[config.mk]
export PLATFORM = sky130hd
export DESIGN_NAME = fetch_unit
export DESIGN_NICKNAME = d
export VERILOG_FILES = /design/src/rtl/fetch_unit.sv
export SDC_FILE = /design/constraint.sdc
export NUM_CORES = 1
export LEC_CHECK = 0
export CAP_MARGIN = 20
export CORE_MARGIN = 1.5
export CORE_UTILIZATION = 43
export DETAILED_ROUTE_END_ITERATION = 6
export PLACE_DENSITY = 0.8
export SYNTH_ARGS = -nofsm -noshare
export SYNTH_HDL_FRONTEND = slang
export SYNTH_SLANG_ARGS = --single-unit
[constraint.sdc]
create_clock -name clk -period 1.6 [get_ports clk]
set_input_delay 0.16 -clock clk [delete_from_list [all_inputs] [get_ports clk]]
set_output_delay 0.16 -clock clk [all_outputs]
set_load 0.02 [all_outputs]
[src/rtl/fetch_unit.sv]
// ---------------------------------------------------------------------------
// fetch_unit
//
// Instruction-fetch stage controller for the LEGv8 pipeline. Each cycle it
// reads the PC register, requests the instruction at that address from
// instruction memory, and captures the returned word into the IF/ID pipeline
// register. It tells the PC register when and what to load, and it absorbs
// hazard stalls, branch redirects and multi-cycle memory latency.
//
// Parameters
//   PC_W        PC / instruction byte-address width
//   INSTR_W     instruction word width
//
// Ports
//   clk          in   single clock, all state updates on rising edge
//   reset_n      in   asynchronous active-low reset
//   current_pc   in   current PC register value
//   next_pc      out  value for the PC register to load
//   PCWrite      out  PC register load enable
//   imem_req     out  instruction-memory request valid
//   imem_addr    out  request byte address (always current_pc)
//   imem_ready   in   memory returns imem_rdata this cycle
//   imem_rdata   in   fetched instruction
//   stall        in   ID stage cannot accept, IF/ID must hold
//   redirect     in   taken branch / flush, go to redirect_pc
//   redirect_pc  in   redirect target
//   ifid_valid   out  IF/ID holds a live instruction
//   ifid_pc      out  PC of the IF/ID instruction
//   ifid_instr   out  IF/ID instruction word
// ---------------------------------------------------------------------------
module fetch_unit #(
    parameter int PC_W    = 10,
    parameter int INSTR_W = 32
) (
    input  logic               clk,
    input  logic               reset_n,
    input  logic [PC_W-1:0]    current_pc,
    output logic [PC_W-1:0]    next_pc,
    output logic               PCWrite,
    output logic               imem_req,
    output logic [PC_W-1:0]    imem_addr,
    input  logic               imem_ready,
    input  logic [INSTR_W-1:0] imem_rdata,
    input  logic               stall,
    input  logic               redirect,
    input  logic [PC_W-1:0]    redirect_pc,
    output logic               ifid_valid,
    output logic [PC_W-1:0]    ifid_pc,
    output logic [INSTR_W-1:0] ifid_instr
);

    typedef enum logic [1:0] {
        IDLE    = 2'd0,
        REQ     = 2'd1,
        HOLD    = 2'd2,
        DISCARD = 2'd3
    } fetchState_t;

    fetchState_t state_q, state_d;

    logic               ifidValid_q, ifidValid_d;
    logic [PC_W-1:0]    ifidPc_q,    ifidPc_d;
    logic [INSTR_W-1:0] ifidInstr_q, ifidInstr_d;
    logic [INSTR_W-1:0] holdInstr_q, holdInstr_d;
    logic [PC_W-1:0]    redirPc_q,   redirPc_d;

    // Sequential increment wraps naturally at the top of the address space.
    logic [PC_W-1:0]    pcPlus4;

    assign pcPlus4 = current_pc + PC_W'(4);

    // The request address simply tracks the PC register. Because the PC only
    // moves on a cycle where the request completes (or no request is open),
    // address stability during an outstanding request follows for free.
    assign imem_addr  = current_pc;
    assign imem_req   = (state_q == REQ) || (state_q == DISCARD);

    assign ifid_valid = ifidValid_q;
    assign ifid_pc    = ifidPc_q;
    assign ifid_instr = ifidInstr_q;

    // State register plus all datapath registers. Reset is asynchronous so a
    // reset mid-request drops imem_req in the same instant.
    always_ff @(posedge clk or negedge reset_n) begin
        if (!reset_n) begin
            state_q     <= IDLE;
            ifidValid_q <= 1'b0;
            ifidPc_q    <= '0;
            ifidInstr_q <= '0;
            holdInstr_q <= '0;
            redirPc_q   <= '0;
        end else begin
            state_q     <= state_d;
            ifidValid_q <= ifidValid_d;
            ifidPc_q    <= ifidPc_d;
            ifidInstr_q <= ifidInstr_d;
            holdInstr_q <= holdInstr_d;
            redirPc_q   <= redirPc_d;
        end
    end

    // Next-state logic. Redirect is checked before stall everywhere so a
    // flush always wins over a hazard hold.
    always_comb begin
        state_d = state_q;
        unique case (state_q)
            IDLE: begin
                state_d = REQ;
            end
            REQ: begin
                if (redirect && !imem_ready) begin
                    state_d = DISCARD;
                end else if (!redirect && imem_ready && stall) begin
                    state_d = HOLD;
                end
            end
            HOLD: begin
                if (redirect || !stall) begin
                    state_d = REQ;
                end
            end
            DISCARD: begin
                if (imem_ready) begin
                    state_d = REQ;
                end
            end
            default: begin
                state_d = IDLE;
            end
        endcase
    end

    // Output and datapath-update logic. PCWrite/next_pc go straight back to
    // the PC register, so next_pc defaults to current_pc whenever no load is
    // requested. HOLD parks a word that arrived while ID was stalled so the
    // memory request can close without losing the instruction; DISCARD
    // remembers a redirect target while waiting out a request whose data
    // must be thrown away.
    always_comb begin
        PCWrite     = 1'b0;
        next_pc     = current_pc;
        ifidValid_d = ifidValid_q;
        ifidPc_d    = ifidPc_q;
        ifidInstr_d = ifidInstr_q;
        holdInstr_d = holdInstr_q;
        redirPc_d   = redirPc_q;

        unique case (state_q)
            IDLE: begin
            end
            REQ: begin
                if (redirect && imem_ready) begin
                    PCWrite     = 1'b1;
                    next_pc     = redirect_pc;
                    ifidValid_d = 1'b0;
                end else if (redirect) begin
                    redirPc_d   = redirect_pc;
                    ifidValid_d = 1'b0;
                end else if (imem_ready && !stall) begin
                    PCWrite     = 1'b1;
                    next_pc     = pcPlus4;
                    ifidValid_d = 1'b1;
                    ifidPc_d    = current_pc;
                    ifidInstr_d = imem_rdata;
                end else if (imem_ready) begin
                    holdInstr_d = imem_rdata;
                end else if (!stall) begin
                    ifidValid_d = 1'b0;
                end
            end
            HOLD: begin
                if (redirect) begin
                    PCWrite     = 1'b1;
                    next_pc     = redirect_pc;
                    ifidValid_d = 1'b0;
                end else if (!stall) begin
                    PCWrite     = 1'b1;
                    next_pc     = pcPlus4;
                    ifidValid_d = 1'b1;
                    ifidPc_d    = current_pc;
                    ifidInstr_d = holdInstr_q;
                end
            end
            DISCARD: begin
                ifidValid_d = 1'b0;
                if (redirect) begin
                    redirPc_d = redirect_pc;
                end
                if (imem_ready) begin
                    PCWrite = 1'b1;
                    next_pc = redirect ? redirect_pc : redirPc_q;
                end
            end
            default: begin
            end
        endcase
    end

endmodule

# [Yosys cells after proc, flatten, opt, wreduce, memory -nomap -nowiden]
# Cells that the tools add are included.
[word_totals] n_memories=0 mem_bits_ro=0 latchBits=0 mem_bits_rw=0 output_inout_bits=65 inputBits=57 register_bits=87 word_cells=85
[classes] div_mod_pow=0 order_cmp=0 reduce_logical=19 n_eq_ne=14 n_bitwise=3 n_shift=0 mul=0 mux=42 addsub=1
[ops] operator="2-to-1 mux 32 bit" n=5
[ops] operator="2-to-1 mux 10 bit" n=13
[ops] operator="one-hot mux 32 bit (2 select lines)" n=1
[ops] operator="one-hot mux 10 bit (2 select lines)" n=2
[ops] operator="one-hot mux 10 bit (3 select lines)" n=1
[ops] operator="2-to-1 mux 1 bit" n=13
[ops] operator="inequality test 2 bit, second input constant" n=6
[ops] operator="adder 10 x 3 -> 10 bit, second input constant" n=1
[ops] operator="inequality test 5 x 3 -> 1 bit, second input constant" n=2
[ops] operator="2-to-1 mux 2 bit" n=4
[ops] operator="one-hot mux 2 bit (4 select lines)" n=1
[ops] operator="one-hot mux 1 bit (3 select lines)" n=2
[ops] operator="AND reduction 6 bit" n=1
[ops] operator="logical AND 1 bit" n=5
[ops] operator="AND reduction 5 bit" n=1
[ops] operator="equality test 2 bit, second input constant" n=2
[ops] operator="AND reduction 4 bit" n=1
[ops] operator="nonzero test 2 bit" n=2
[ops] operator="logical NOT 1 bit" n=3
[ops] operator="inequality test 3 x 1 -> 1 bit, second input constant" n=1
[ops] operator="inequality test 3 bit, second input constant" n=1
[ops] operator="inverter 1 bit" n=3
[ops] operator="AND reduction 3 bit" n=1
[ops] operator="nonzero test 3 bit" n=1
[ops] operator="5 further kinds" n=6

# [Logic depth before layout (Yosys ltp)]
[logic_depth] ltp_word=6 ltp_mapped=8 mapped_depth_nobuf=5

# [Least setup slack after synthesis]
# OpenSTA, ideal clock, no wires.
[synth_path] path_type="reg2out" start="register state_q[1]" end="output next_pc[6]" path_stages_with_launch=5 arrival_ns=1.757 path_slack_ns=-0.317 n_path_buf=2 t_required_ns=1.440 cell_sequence="dfrtp_1 > buf_2 > clkbuf_1 > a21oi_1 > o311ai_0"
[synth_between] elab_chain_len=2 word_cells_on_any_way=4 cone_classes="eq/ne: 3; mux: 1"
[synth_lines] item="start: declaration" line="59" source="fetchState_t state_q, state_d;"
[synth_lines] item="start signal: assignment" line="93" source="state_q <= state_d;"
[synth_lines] item="equality test 2 bit / equality test 2 x 1 -> 1 bit (equally long branches)" line="148" source="unique case (state_q)"
[synth_lines] item="one-hot mux 10 bit (3 select lines) *" line="148"
[synth_lines] item="end: declaration" line="38" source="output logic [PC_W-1:0] next_pc,"
# Every way passes the cells marked *; elsewhere a longest branch is shown, timed or not.

# [Worst setup path after layout]
[layout_path] start="register state_q[1]" end="output next_pc[9]"
# Same word-level chain as after synthesis.

==> flow_metrics.py <==
metrics = {
    "pwr": {
        "p_leak_nw": 3.207,
        "powerDensity_nw_per_um2": 1134,
        "irDropWorstVdd_mv": 0.6844,
    },
    "sta": {
        "max_slew.worst_pin.slew_ns": 0.4686,
        "max_freq_ghz": 0.5029,
        "period_minus_slack_ns": 1.989,
        "fin_worst_skew_ns": 0.01096,
        "max_slew_margin_pct": 68.76,
        "slew_viol_final": 0,
        "setup_slack_ns": -0.3886,
        "whs_ns": 0.2872,
        "setup_viol": 93,
        "fin_crit_sh_pct": 124.3,
        "grt_setup_unrepaired": "yes",
        "hold_violations": 0,
    },
    "route": {
        "drt_iter0_markers": 239,
        "drcViolationCount": 0,
        "vias": 4129,
        "wl_mm": 14.20,
        "ant_nets": 0,
        "vias_per_cell": 5.535,
        "wire_per_inst_um": 19.03,
        "firstDrtPassIters": 5,
    },
    "synthesis": {
        "synth_area_sq_um": 4298,
        "async_flop_share_pct": 100.0,
        "yosysSeqAreaShare_pct": 50.66,
        "syn_area_per_cell_sq_um": 10.21,
        "synth_edf_count": 0,
        "post-synth-top-count-cell": "dfrtp_1",
        "yosysWarningCount": 0,
        "synth_area_leaders": "dfrtp_1 (51%), mux2_2 (14%), nand2_1 (6.5%)",
        "synth_top_area_share_pct": 50.66,
        "syn_nets": 479,
        "synth_cell_types": 49,
        "ys_top_cells_by_count": "dfrtp_1 (87), nand2_1 (74), mux2_2 (52)",
        "ys.flop_type": "dfrtp_1",
        "synth_cells": 421,
        "yosys.area.top_type": "dfrtp_1",
        "ys_ff_latch": 87,
    },
    "worst_setup_path": {
        "slowest_delay_ns": 0.49,
        "startpoint_type": "flop",
        "cp_cell_sequence": "and2b_4 -> a21oi_4 -> nor4_1 -> a2111o_1 -> buf_6",
        "crit_type": "flop to output port",
        "worstPathMaxFanout": 6,
        "cp.arrival_ns": 1.83,
        "endpoint_kind": "output port",
        "cp_data_required_time_ns": 1.44,
        "slowest_stage": "dfrtp_2",
    },
    "final_layout": {
        "layout-drive-gt1-share_pct": 38.34,
        "final_nets": 667,
        "diodes": 0,
        "multiInputGateArea_sq_um": 2323,
        "fillCellCount": 656,
        "fin_cells": 746,
        "seqCellArea_sq_um": 2178,
        "syn2layout_area_growth_pct": 69.23,
    },
    "floorplan": {
        "core_sq_um": 9729,
        "dieArea_sq_um": 10600,
        "fp.dieH_um": 103.0,
        "start_util_pct": 44.17,
        "boundaryPins": 122,
        "placementRows": 36,
        "dieWidth_um": 103.0,
    },
    "status": {
        "status": "finished with violations",
        "violations": "setup timing",
    },
    "clocking": {
        "numCtsBuffers": 9,
        "cts_num_sinks": 87,
        "cts_tree": "built",
        "clock_latency_ns": 0.35,
        "htreeDepth": 3,
        "clk_pin_slew_worst_paths_ns": 0.10,
        "clockBufferDepth": 2,
        "cts_root_buf": "clkbuf_8",
    },
    "global_route": {
        "grt_overflow": 0,
        "grt_start_max_net_pins": 34,
        "grtUsageTotal_pct": 25.15,
        "antenna_found_initial": 0,
        "first_global_vias": 4062,
        "grt_pass1_wl_mm": 20.22,
    },
    "flow_run": {
        "maxCapViolations": 0,
    },
    "placed_design": {
        "numPortBuffers": 121,
        "gp_congestion": 0.8929,
        "dpl.cell_count": 691,
        "dp_hpwl_mm": 8.321,
    },
    "worst_hold_path": {
        "worstHoldPathType": "primary input to async pin",
    },
}
metal layers:
layer | GRT usage [%] | vias up | routed length [um]
met5 | 0 | - | 0
li1 | - | 1865 | -
met2 | 43.78 | 189 | 7151
met3 | 3.864 | 27 | 798
met4 | 9.148 | 0 | 342
met1 | 31.78 | 2048 | 5906
critical path: cells and delay by family, from the launching register on:
family | cells | cell delay (ns)
simple gates | 2 | 0.30
compound gates | 2 | 0.54
buf+inv | 1 | 0.14
flops | 1 | 0.49
layout by cell type, fill, tap and decap left out, drive strengths merged, types with 3 or more instances in the layout:
cell and count:
nor3 4, a22oi 7, nor2b 4, nand2 74, o211ai 6, clkbuf 15, nor2 40, mux2 52
o21ai 8, o22ai 3, clkdlybuf4s50 96, a31oi 34, a21o 3, dfrtp 87, o221ai 3, nand3 7
inv 9, a21oi 7, or2 3, dlygate4sd2 4, dlymetal6s2s 9, mux2i 5, buf 102
repair_timing:
item	4_1_cts	5_1_grt
hold buffers	1	0
endpoints found under the hold margin	29	0
pin swaps	14	12
cloned	8	4
setup buffers	13	20
setup endpoints to repair	94	94
resized for setup	113	120
where the power goes:
part           switching [mW]  internal (mW)
Combinational            1.43           1.78
Clock                   0.834          0.937
Sequential              0.436           2.83
Total                    2.70           5.55
cells by family (layout without fill, tap and decap cells):
kind of cell	after synthesis	count (layout)	share of synthesized area, %
compound gates	81	81	12.84
flops	87	87	50.66
mux	57	57	14.79
buf+inv	46	238	5.851
fa+ha+maj	1	1	0.2911
simple gates	148	148	15.37
xor+xnor	1	1	0.2038
cell type report:
class                           instances  area share (%)
Multi-Input combinational cell        288           31.95
Clock buffer                           10           1.892
Clock inverter                          5           1.221
Timing Repair Buffer                  217           32.39
Sequential cell                        87           29.95
Tap cell                              133           2.288
Inverter                                6          0.3097
state kept, by name, summed over array words and instances (netlist names):
register and cells:
holdInstr_q 32, ifid_instr 32, ifid_pc 10, ifid_valid 1
redirPc_q 10, state_q 2
final timing paths:
check | slack [ns] | start | cells past startpoint | end
max in group asynchronous | 0.76 | reset_n | 3 | ifid_instr[24]
setup reg to reg | -0.28 | state_q[1] | 9 | ifid_instr[22]
setup / recovery | -0.39 | state_q[1] | 5 | next_pc[9]
hold / removal | 0.29 | reset_n | 2 | ifid_pc[7]
min in group clk | 0.39 | imem_rdata[9] | 3 | ifid_instr[9]
hold reg to reg | 0.51 | holdInstr_q[28] | 1 | holdInstr_q[28]
through the flow:
step,setup WS [ns],power [mW],utilization (%),setup TNS (ns),cell area [sq um]
floorplan,-0.006078,4.524,-,-0.006078,4315
global placement,-0.7762,5.769,60.78,-40.40,5913
detailed placement,-0.7652,5.858,60.78,-41.76,5913
CTS,-0.3865,7.771,67.82,-15.37,6599
global route,-0.4729,8.618,74.76,-19.31,7273
finish,-0.3886,8.245,74.76,-14.80,7273
Power figures use the tool's default switching activity.
